--- config.mk ---
export PLATFORM = sky130hd
export DESIGN_NAME = cntr_mux_sr
export DESIGN_NICKNAME = d
export VERILOG_FILES = /design/src/rtl/cntr_mux_sr_pkg.sv /design/src/rtl/cntr_mux_sr_shreg.sv /design/src/rtl/cntr_mux_sr.sv
export SDC_FILE = /design/constraint.sdc
export NUM_CORES = 1
export LEC_CHECK = 0
export CORE_AREA = 2 2 39 41
export DETAILED_ROUTE_END_ITERATION = 7
export DIE_AREA = 0 0 41 43
export SETUP_SLACK_MARGIN = 0.3
export SYNTH_ARGS = -nofsm -noshare
export SYNTH_HDL_FRONTEND = slang
export SYNTH_HIERARCHICAL = 1
export SYNTH_SLANG_ARGS = --single-unit
--- constraint.sdc ---
create_clock -name clk -period 2.96 [get_ports clk]
set_input_delay 0.592 -clock clk [delete_from_list [all_inputs] [get_ports clk]]
set_output_delay 0.592 -clock clk [all_outputs]
set_load 0.02 [all_outputs]
--- src/rtl/cntr_mux_sr_pkg.sv ---
// Shared constants and helpers for the cntr_mux_sr bit-serializer.
package cntr_mux_sr_pkg;

    localparam int unsigned WIDTH_DEF    = 8;
    localparam int unsigned SR_DEPTH_DEF = 4;

    // Number of bits needed to address v items (v >= 2).
    function automatic int unsigned clog2(input int unsigned v);
        int unsigned r;
        r = 0;
        for (int unsigned i = 0; i < 32; i++) begin
            if ((64'd1 << i) < 64'(v)) begin
                r = i + 1;
            end
        end
        return r;
    endfunction

endpackage

--- src/rtl/cntr_mux_sr_shreg.sv ---
// SR_DEPTH-bit shift register with synchronous clear and advance enable.
module cntr_mux_sr_shreg
    import cntr_mux_sr_pkg::*;
#(
    parameter int unsigned SR_DEPTH = SR_DEPTH_DEF
) (
    input  logic clk,
    input  logic res,
    input  logic en,
    input  logic d,
    output logic q
);

    logic [SR_DEPTH-1:0] sr;

    always_ff @(posedge clk) begin
        if (res) begin
            sr <= '0;
        end else if (en) begin
            sr <= {sr[SR_DEPTH-2:0], d};
        end
    end

    // Output comes straight off the last flop.
    assign q = sr[SR_DEPTH-1];

endmodule

--- src/rtl/cntr_mux_sr.sv ---
// Bit-serializer: select counter + N:1 mux feeding a fixed-latency shift register.
// Define CNTR_MUX_SR_DOWN_EN for a down-counting select (MSB-first output).
module cntr_mux_sr
    import cntr_mux_sr_pkg::*;
#(
    parameter int unsigned WIDTH    = WIDTH_DEF,
    parameter int unsigned SR_DEPTH = SR_DEPTH_DEF
) (
    input  logic             clk,
    input  logic             res,
    input  logic             en,
    input  logic [WIDTH-1:0] in,
    output logic             out
);

    localparam int unsigned SEL_W = clog2(WIDTH);

`ifdef CNTR_MUX_SR_DOWN_EN
    localparam logic [SEL_W-1:0] CNT_RST = SEL_W'(WIDTH - 1);
`else
    localparam logic [SEL_W-1:0] CNT_RST = '0;
`endif

    logic [SEL_W-1:0] cnt;
    logic             bit_sel_c;

    // WIDTH is a power of two, so natural wrap of cnt gives modulo-WIDTH stepping.
    always_ff @(posedge clk) begin
        if (res) begin
            cnt <= CNT_RST;
        end else if (en) begin
`ifdef CNTR_MUX_SR_DOWN_EN
            cnt <= cnt - SEL_W'(1);
`else
            cnt <= cnt + SEL_W'(1);
`endif
        end
    end

    assign bit_sel_c = in[cnt];

    cntr_mux_sr_shreg #(
        .SR_DEPTH(SR_DEPTH)
    ) u_shreg (
        .clk(clk),
        .res(res),
        .en (en),
        .d  (bit_sel_c),
        .q  (out)
    );

endmodule

[Word-level counts from Yosys, hierarchy flattened]
Cells that the tools add are included.
Word-level totals
  input bits: 11
  register bits after elaboration: 7
  output and inout bits: 1
  word-level logic and storage cells: 6
Cells by class
  add/sub/neg operators: 1
  mux-type cells: 2
  $lt $le $gt $ge: 1
Operators with widths (count)
  $lt A3 B4 Y1 const B: 1
  $add A3 B1 Y3 const B: 1
  $bmux W1 S3: 1
  $mux W1: 1

[Longest topological paths before layout]
  depth after elaboration: 2
  gate-level depth with buffers: 4
  gate-level depth less buffers: 4

[Modules after synthesis]
Netlist, hierarchy kept.
Modules (own cells, without submodules)
  cntr_mux_sr: seq. area each 60.1 um2, area an instance 185.2 um2, instances 1, cells each 14
  cntr_mux_sr_shreg: seq. area each 80.1 um2, area an instance 140.1 um2, instances 1, cells each 13

[Worst setup path after synthesis]
OpenSTA, ideal clock, no wires.
  kind: input-to-reg
  start: in in[5]
  end: reg u_shreg.sr[0]
  setup time: 114 ps
  data arrival time: 1479 ps
  setup slack: 1366 ps
  path buffers: 0
  cell stages on the path: 4
  cells stage by stage: mux4_1 mux2_2 mux2i_1 nor2_1
On the way
  word-level cells in the longest chain between the ends: 2
RTL lines
  start, declared: RTL line cntr_mux_sr.sv:12  | input logic [WIDTH-1:0] in,
  $bmux W1 S3: RTL line cntr_mux_sr.sv:40  | assign bit_sel_c = in[cnt];
  $mux W1 (implied by the code): RTL line cntr_mux_sr.sv:40
  net bit_sel_c: RTL line cntr_mux_sr.sv:25  | logic bit_sel_c;
  end signal, assigned: RTL line cntr_mux_sr_shreg.sv:20  | sr <= {sr[SR_DEPTH-2:0], d};
  end, declared: RTL line cntr_mux_sr_shreg.sv:14  | logic [SR_DEPTH-1:0] sr;
The timed path passes the listed nets, and every way through them passes these cells. The select of a mux whose other input is x is not followed.
A chain may end at the register's enable or synchronous reset.

[Worst setup path in the final report]
  start: in in[1]
  end: reg u_shreg.sr[0]
The elaborated chain is that of the path after synthesis.

==> flow_metrics.env <==
export IMPL_status="complete, no violations"
export IMPL_port_buffer_count=11
export IMPL_timing_rr_end="u_shreg/sr[0]"
export IMPL_num_vias=246
export IMPL_maxCapViolCount=0
export IMPL_combPwrFrac=0.158
export IMPL_drc_errors=0
export IMPL_via_per_inst=4.32
export IMPL_wl_per_cell_um=9.47
export IMPL_drive_above_1_share=0.122
export IMPL_hold_path_cell_count=2
export IMPL_required_ns=3.09
export IMPL_synth_fa_ha_area_frac=0.0385
export IMPL_power_frac_clock=0.377
export IMPL_worst_hold_slack_ns=0.494
export IMPL_fp_dieW_um=41
export IMPL_ctsResizeCount=0
export IMPL_cp_max_fo=1
export IMPL_slew_violations=0
export IMPL_hold_viol=0
export IMPL_grt_pass1_vias=225
export IMPL_fin_crit_sh=0.607
export IMPL_fp_dieH_um=43
export IMPL_clkTransAtPathRegs_ns=0.05
export IMPL_reg2regPathDepth=4
export IMPL_layout_common_cells="clkdlybuf4s50_1 (11), dfxtp_1 (7), nor2_1 (6)"
export IMPL_firstDrtPassIters=4
export IMPL_finalSetupViolCount=0
export IMPL_cts_root_buf="clkbuf_4"
export IMPL_synth_warnings=6
export IMPL_p_leak_nw=0.193
export IMPL_skew_ns=0.00133
export IMPL_cts_buffers=3
export IMPL_hold_end="u_shreg/sr[3]"
export IMPL_clockBufferDepth=2
export IMPL_power_switching_mw=0.0480
export IMPL_syn_cell_area_um2=325
export IMPL_hold_buffers=0
export IMPL_die_area_um2=1760
export IMPL_syn2layout_area_growth_pct=46.5
export IMPL_synth_top_family_by_area="multiplexers"
export IMPL_syn_avg_cell_area_um2=12.0
export IMPL_place_congestion=0.655
export IMPL_tritoncts="yes"
export IMPL_placementRows=14
export IMPL_pwr_share_seq=0.465
export IMPL_synth_xor_area_frac=0.0269
export IMPL_yosys_area_share_simple=0.0923
export IMPL_final_cells=57
export IMPL_crit_type="primary input to flop"
export IMPL_power_density_nw_per_um2=471
export IMPL_fin_util=0.344
export IMPL_grt_pass1_wl_um=945
export IMPL_grt_overflow=0
export IMPL_cp_end_kind="flop"
export IMPL_synth_compound_area_frac=0.0462
export IMPL_ant_nets=0
export IMPL_core_um2=1380
export IMPL_routed_wl_um=540
export IMPL_holdCritStartpoint="u_shreg/sr[3]"
export IMPL_start_util=0.235
export IMPL_grt_use_total=0.0829
export IMPL_fin_setup_tns_ns=0
export IMPL_worstMarginPinSlew_ns=0.411
export IMPL_htree_levels=1
export IMPL_peakVddDrop_v=0.000219
export IMPL_rsz0062_at_grt="no"
export IMPL_antenna_found_initial=0
export IMPL_synthMuxAreaShare=0.350
export IMPL_reg2reg_slack_ns=1.42
export IMPL_drt_iter0_drc=1
export IMPL_syn_num_nets=39
export IMPL_start_kind="primary input"
export IMPL_ys_types=11
export IMPL_arrival_ns=1.93
export IMPL_fmax_mhz=557
export IMPL_grt_start_max_net_pins=9
export IMPL_cts_setup_buffers=0
export IMPL_placed_cells=53
export IMPL_mostFrequentLayoutCell="clkdlybuf4s50_1"
export IMPL_p_int_mw=0.176
export IMPL_cts_sink_count=7
export IMPL_ios=12
export IMPL_netlist_instances=27
export IMPL_hold_path_class="flop to flop"
export IMPL_relSlewSlack=0.725
export IMPL_clk_latency_ns=0.25
export IMPL_layout_min_cycle_time_ns=1.80
export IMPL_rr_startpoint="cnt[0]"
export IMPL_yosys_register_bits=7
export IMPL_p_sw_frac=0.214
export IMPL_synth_seq_area_share=0.431
export IMPL_diodes=0
export IMPL_nets=54
## power by group through the flow
stage,registers [mW],clock network [mW],logic (mW)
CTS,0.104,0.0909,0.0360
floorplan,0.105,0,0.0193
detailed placement,0.106,0,0.0359
finish,0.104,0.0846,0.0354
global placement,0.106,0,0.0359
global route,0.105,0.0959,0.0396
## logic make-up after synthesis
group           Yosys count
fa+ha+maj                 1
xor+xnor                  1
buf+inv                   1
flops                     7
simple gates              7
mux                       8
compound gates            2
## critical path, cell delays in order
cell and delay (ns):
clkdlybuf4s50_1 0.40, mux4_1 0.49, mux2_2 0.27, mux2i_1 0.13, nor2_1 0.05
## sequential cells by signal (all words and copies together), names as in the netlist
register and count:
cnt 3, u_shreg/sr 4
## cells in the mapped netlist
library cell  instances  area, µm²
dfxtp_1               7        140
mux2i_1               5       50.1
xnor2_1               1       8.76
mux2_2                1       11.3
a21bo_2               1       10.0
clkbuf_2              1       5.00
nand3b_1              1       7.51
ha_1                  1       12.5
nor2_1                6       22.5
mux4_1                2       52.6
a21oi_1               1       5.00
## final cells by class
cell class                      instances  area (µm²)
Clock buffer                            4        26.3
Fill cell                             149         907
Multi-Input combinational cell         19         180
Sequential cell                         7         140
Tap cell                               16        20.0
Timing Repair Buffer                   11         110
## how the worst max path moves through the flow
stage | startpoint | to | slack [ns]
after detailed placement | in[1] | u_shreg/sr[0] | 0.89
final | in[1] | u_shreg/sr[0] | 1.16
after global routing | in[1] | u_shreg/sr[0] | 1.10
after floorplan | in[5] | u_shreg/sr[0] | 1.37
after CTS | in[1] | u_shreg/sr[0] | 1.16
after global placement | in[1] | u_shreg/sr[0] | 0.90
## routing by layer
metal	part of all wire	vias up	GRT usage
met5	0	-	0
met4	0	0	0.0400
met3	0.037	0	0.0471
met2	0.52	5	0.113
met1	0.44	116	0.102
li1	-	125	-
## stage by stage
| stage | total power [mW] | instance area (µm²) | worst slack [ns] |
|---|---|---|---|
| global route | 0.241 | 477 | 1.10 |
| detailed placement | 0.142 | 450 | 0.889 |
| floorplan | 0.125 | 325 | 1.37 |
| global placement | 0.142 | 450 | 0.899 |
| finish | 0.224 | 477 | 1.16 |
| CTS | 0.231 | 477 | 1.16 |
(Power assumes the default switching activity.)
==> edit 1, RTL diff (same settings) <==
Change the package constant `WIDTH_DEF` from 8 to 10.
--- a/src/rtl/cntr_mux_sr_pkg.sv
+++ b/src/rtl/cntr_mux_sr_pkg.sv
@@ -2,5 +2,5 @@
 package cntr_mux_sr_pkg;
 
-    localparam int unsigned WIDTH_DEF    = 8;
+    localparam int unsigned WIDTH_DEF    = 10;
     localparam int unsigned SR_DEPTH_DEF = 4;
 
Ports: changed (resized in); port bits go from 12 to 14. No check against the original RTL was run, so the function may have changed too.
==> edit 1 against the unedited design <==
Maximum frequency shrank 4.6%; cell area rose by 15%; clock power shrank 3.1%; total power grew 10%; hold slack lost 0.00071 ns; critical path depth increased by 1; wire length grew 40%; synthesized cell count rose by 41%; area after synthesis is 20% higher; sequential share of layout area down 0.17 points; setup slack worse by 0.087 ns; sequential cell count up 1; largest power group unchanged.
==> edit 1: results (changes against the unedited design) <==
Clock tree
  • Worst-Skew Late Latency: 0.25 ns (about the same)
  • Clock Path Buffers: 2 (unchanged)
  • Post-CTS setup buffers: 0 (unchanged)
  • CTS Buf Count: 3 (unchanged)
  • CTS Hold Buffers Added: 0 (unchanged)
  • # resized after CTS: 0 (unchanged)
  • Register clock-pin slew on the reported worst setup and hold paths: 0.05 ns (about the same)
  • Htree depth: 1 (unchanged)
  • Clk root buf: clkbuf_4

Final layout
  • Nets: 68 (+26%)
  • Largest regs: cnt x4, u_shreg/sr x4
  • Fraction of final layout cells sized beyond drive strength 1: 9.62% (-2.6 points)
  • Fill cells: 139 (-6.7%)

Power and ir drop
  • LEAKAGE: 0.217 nW (+12%)
  • Max VDD drop: 0.000285 V (+30%)

Place
  • Final HPWL DP: 555 um
  • RePlAce Congestion: 0.644 (-1.6%)
  • IO buf count: 13 (+2)

Synthesis
  • Register area share after synthesis: 40.9% (-2.2 points)
  • Post-synth ARST share: 0% (unchanged)
  • Ys Warns: 6 (unchanged)
  • Post-Synthesis Net Count: 52 (+33%)
  • Synth top cells by count: 9 x nor2_1, 8 x dfxtp_1, 7 x mux2i_1
  • Main synth FF type: dfxtp_1
  • Synth area leaders: dfxtp_1 41%, mux2i_1 18%, nor2_1 8.6%, mux4_2 5.8%, xor2_1 4.5%
  • Post-synthesis cell type count: 16 (+5)

Worst setup path
  • Slowest-stage cell, CP: mux4_2
  • Crit-path leading delay family: multiplexers
  • CP max stage delay: 0.47 ns (-0.02 ns)
  • Critical path fanouts, max: 1 (unchanged)
  • Crit path DAT: 2.01 ns (+0.08 ns)

Global route
  • Vias in the first global route: 317 (+41%)
  • First-pass GRT wire length: 1210 um (+28%)
  • Initial antenna violation count: 0 (unchanged)
  • Maximum number of pins on one net before global-route repair: 9 (unchanged)
  • Gr usage total: 10.5% (+2.2 points)

Drt
  • DRT iter0 DRCs: 2 (+1)
  • DRT Pass-1 Iters: 2 (-2)
  • Via density per instance: 4.65 (+7.7%)
  • Avg WL per Cell: 11.1 um (+18%)

Timing
  • Clock Skew: 0.000194 ns (-0.00113 ns)
  • Fin Setup TNS: 0 ns (unchanged)
  • Least-Margin Pin Slew: 0.394 ns (-0.0176 ns)

Outcome
  • Outcome: completed

Die
  • # rows: 14 (unchanged)
## edit 1: changes by cell type after synthesis, moves of 2 or more
cell     unedited run  this run
nor2_1              6         9
mux2i_1             5         7
mux4_1              2         0
xor2_1              0         2
## edit 1: per-layer routing
| layer | global-route usage, % | vias up | routed length [um] |
|---|---|---|---|
| li1 | - | 163 | - |
| met2 | 14.1 | 12 | 305 |
| met1 | 12.7 | 139 | 343 |
| met5 | 0 | - | 0 |
| met3 | 2.62 | 2 | 99 |
| met4 | 10.0 | 0 | 10 |
## edit 1: power by group
group,leakage [nW],switching [W],internal (W)
Clock,0.0138,0.0000356,0.0000463
Combinational,0.138,0.0000142,0.0000306
Sequential,0.0652,0.00000690,0.000113
## edit 1: layout make-up
type / count / area [um^2] / share of cell area (%)
multi-input cells: 27 / 211 / 38.6
repair buffers: 13 / 130 / 23.7
flip-flops and latches: 8 / 160 / 29.2
clock buffers: 3 / 22.5 / 4.11
well taps: 16 / 20.0 / 3.65
inverters: 1 / 3.75 / 0.685
## edit 1: kinds of logic after synthesis
group	synth area share [%]
muxes	26.5
DFF	40.9
adders and majority gates	3.19
xor gates and xnor gates	6.71
buffers and inverters	5.11
AOI/OAI and AO/OA	6.39
and+or+nand+nor	11.2
## edit 1: worst reg2reg max path, cell delays in order, from the launching register on
cell	delay (ns)
dfxtp_1	0.52
mux4_2	0.55
a2bb2oi_1	0.14
a32o_1	0.22
mux2i_1	0.14
nor2_1	0.05
## edit 1: path summary, 6_finish.rpt
kind         slack [ns]          start       endpoint  cells past startpoint
min                0.49  u_shreg/sr[2]  u_shreg/sr[2]                      2
max                1.08          in[7]  u_shreg/sr[0]                      6
max reg2reg        1.21         cnt[0]  u_shreg/sr[0]                      5
min reg2reg        0.49  u_shreg/sr[2]  u_shreg/sr[2]                      2
## edit 1: stage by stage
step	setup slack (ns)	hold WS, ns	cell area (um^2)	cells
global route	0.987	0.545	548	68
CTS	1.07	0.506	548	68
floorplan	1.32	0.460	392	38
finish	1.08	0.494	548	68
detailed placement	0.806	0.488	526	65
global placement	0.844	0.483	526	65
==> edit 2, RTL diff (same settings) <==
Without the edit above. Register the inputs `res`, `en` and `in` before use. The logic sees them one clock later.
--- a/src/rtl/cntr_mux_sr.sv
+++ b/src/rtl/cntr_mux_sr.sv
@@ -16,4 +16,14 @@
     localparam int unsigned SEL_W = clog2(WIDTH);
 
+    logic res_q;
+    logic en_q;
+    logic [WIDTH-1:0] in_q;
+
+    always_ff @(posedge clk) begin
+        res_q <= res;
+        en_q  <= en;
+        in_q  <= in;
+    end
+
 `ifdef CNTR_MUX_SR_DOWN_EN
     localparam logic [SEL_W-1:0] CNT_RST = SEL_W'(WIDTH - 1);
@@ -27,7 +37,7 @@
     // WIDTH is a power of two, so natural wrap of cnt gives modulo-WIDTH stepping.
     always_ff @(posedge clk) begin
-        if (res) begin
+        if (res_q) begin
             cnt <= CNT_RST;
-        end else if (en) begin
+        end else if (en_q) begin
 `ifdef CNTR_MUX_SR_DOWN_EN
             cnt <= cnt - SEL_W'(1);
@@ -38,5 +48,5 @@
     end
 
-    assign bit_sel_c = in[cnt];
+    assign bit_sel_c = in_q[cnt];
 
     cntr_mux_sr_shreg #(
@@ -44,6 +54,6 @@
     ) u_shreg (
         .clk(clk),
-        .res(res),
-        .en (en),
+        .res(res_q),
+        .en (en_q),
         .d  (bit_sel_c),
         .q  (out)
Check against the original RTL: not equivalent (Yosys sat finds a counterexample within 10 cycles, from zero or initial values).
==> edit 2 against the unedited design <==
Sequential cell count is 10 higher; setup slack worse by 0.023 ns; clock skew hardly changed; area after synthesis is 62% higher; wire length is 33% higher; first-iteration DRC count stayed put; total power is 79% higher; critical path depth is 4 lower; sequential share of layout area is 21 points higher; hold slack better by 0.016 ns; register-to-register slack worse by 0.02 ns; via count is 26% higher; cell area is 42% higher; sequential power is 140% higher.
==> edit 2: results (changes against the unedited design) <==
Outcome
  • Outcome: completed

Place
  • Pre-CTS setup slack: 1.41 ns (+0.522 ns)
  • Placed cells: 63 (+19%)
  • RePlAce Congestion: 0.671 (+2.4%)
  • IO buf count: 11 (unchanged)

Worst setup path
  • Crit path DAT: 1.23 ns (-0.70 ns)
  • Slowest-stage cell, CP: clkdlybuf4s50_1
  • Critical path fanouts, max: 2 (+1)
  • Critical Path Start: u_shreg/sr[3]
  • Worst Setup EP: out
  • Worst R2R End: u_shreg/sr[0]
  • R2R cell count: 4 (unchanged)
  • Reg2reg start: cnt[0]
  • CP Launch Type: register
  • Crit-path leading delay family: buffers and inverters
  • CP max stage delay: 0.60 ns (+0.11 ns)

Power and ir drop
  • LEAKAGE: 0.280 nW (+45%)
  • Max VDD drop: 0.000233 V (+6.5%)

Global route
  • Vias in the first global route: 305 (+36%)
  • Initial antenna violation count: 0 (unchanged)
  • Gr usage total: 10.9% (+2.6 points)
  • Maximum number of pins on one net before global-route repair: 11 (+2)
  • First-pass GRT wire length: 1230 um (+30%)

Synthesis
  • Synth top cells by count: 17 x dfxtp_1, 6 x nor2_1, 5 x mux2i_1
  • Ys Warns: 6 (unchanged)
  • Average cell area after synthesis: 14.2 um^2 (+18%)
  • Post-synthesis cell type count: 11 (unchanged)
  • Synth area leaders: dfxtp_1 65%, mux4_1 10%, mux2i_1 9.5%, nor2_1 4.3%, ha_1 2.4%
  • Register area share after synthesis: 64.8% (+22 points)
  • Post-Synthesis Net Count: 49 (+26%)
  • Post-synth ARST share: 0% (unchanged)

Timing
  • Post-route worst setup slack: 1.14 ns (-0.0231 ns)
  • Clock Skew: 0.00177 ns (+0.000442 ns)
  • Least-Margin Pin Slew: 0.387 ns (-0.0242 ns)

Final layout
  • Largest regs: in_q x8, u_shreg/sr x4, cnt x3
  • Fraction of final layout cells sized beyond drive strength 1: 11.8% (-0.43 points)
  • Antenna Cells: 0 (unchanged)
  • Nets: 64 (+19%)

Min path
  • Hold WC Path Type: register to register
  • Min-delay src: u_shreg/sr[1]

Drt
  • DRT iter0 DRCs: 1 (unchanged)
  • Avg WL per Cell: 10.7 um (+13%)
  • DRT Pass-1 Iters: 2 (-2)
  • Via density per instance: 4.61 (+6.9%)
  • Detailed Route WL: 717 um (+33%)

Clock tree
  • CTS Buf Count: 3 (unchanged)
  • Htree depth: 1 (unchanged)
  • Worst-Skew Late Latency: 0.29 ns (+0.04 ns)
  • Post-CTS setup buffers: 0 (unchanged)
  • # resized after CTS: 0 (unchanged)
  • Clock Path Buffers: 2 (unchanged)
  • Register clock-pin slew on the reported worst setup and hold paths: 0.09 ns (+0.04 ns)
[edit 2: area by class of cell]
| type | instances | area [um^2] |
|---|---|---|
| fill | 133 | 706 |
| sequential | 17 | 340 |
| multi-input combinational | 19 | 180 |
| timing repair buffer | 11 | 110 |
| clock buffer | 3 | 22.5 |
| tap | 16 | 20.0 |
| clock inverter | 1 | 5.00 |
[edit 2: worst min path at each step]
stage	endpoint	slack, ns	depth (start not counted)
3_3_place_gp	u_shreg/sr[3]	0.48	2
2_1_floorplan	u_shreg/sr[0]	0.46	2
3_5_place_dp	u_shreg/sr[1]	0.49	2
5_1_grt	u_shreg/sr[2]	0.55	2
4_1_cts	u_shreg/sr[1]	0.52	2
6_report	u_shreg/sr[1]	0.51	2
[edit 2: per-stage QoR]
stage	total power (W)	util, %	hold slack (ns)	area [um^2]
floorplan	0.000272	-	0.460	526
global placement	0.000287	47.0	0.478	651
detailed placement	0.000289	47.0	0.491	651
CTS	0.000408	49.0	0.516	678
global route	0.000425	49.0	0.554	678
finish	0.000402	49.0	0.510	678
[edit 2: cells by family after synthesis]
group,after synthesis,share of synthesized area (%)
AOI/OAI and AO/OA,2,2.86
xor gates and xnor gates,1,1.67
buffers and inverters,1,0.951
DFF,17,64.8
muxes,8,21.7
and+or+nand+nor,7,5.71
adders and majority gates,1,2.38
[edit 2: per-layer routing]
layer | track usage (%) | part of all wire, % | vias to the layer above
li1 | - | - | 156
met1 | 13.3 | 44 | 140
met2 | 14.7 | 47 | 11
met5 | 0 | 0 | -
met3 | 4.71 | 5.9 | 2
met4 | 8.00 | 2.5 | 0
[edit 2: power by group]
part / switching [W] / internal, W / total [W]
sequential: 0.00000974 / 0.000241 / 0.000251
combinational: 0.00000700 / 0.0000254 / 0.0000324
clock: 0.0000683 / 0.0000502 / 0.000119
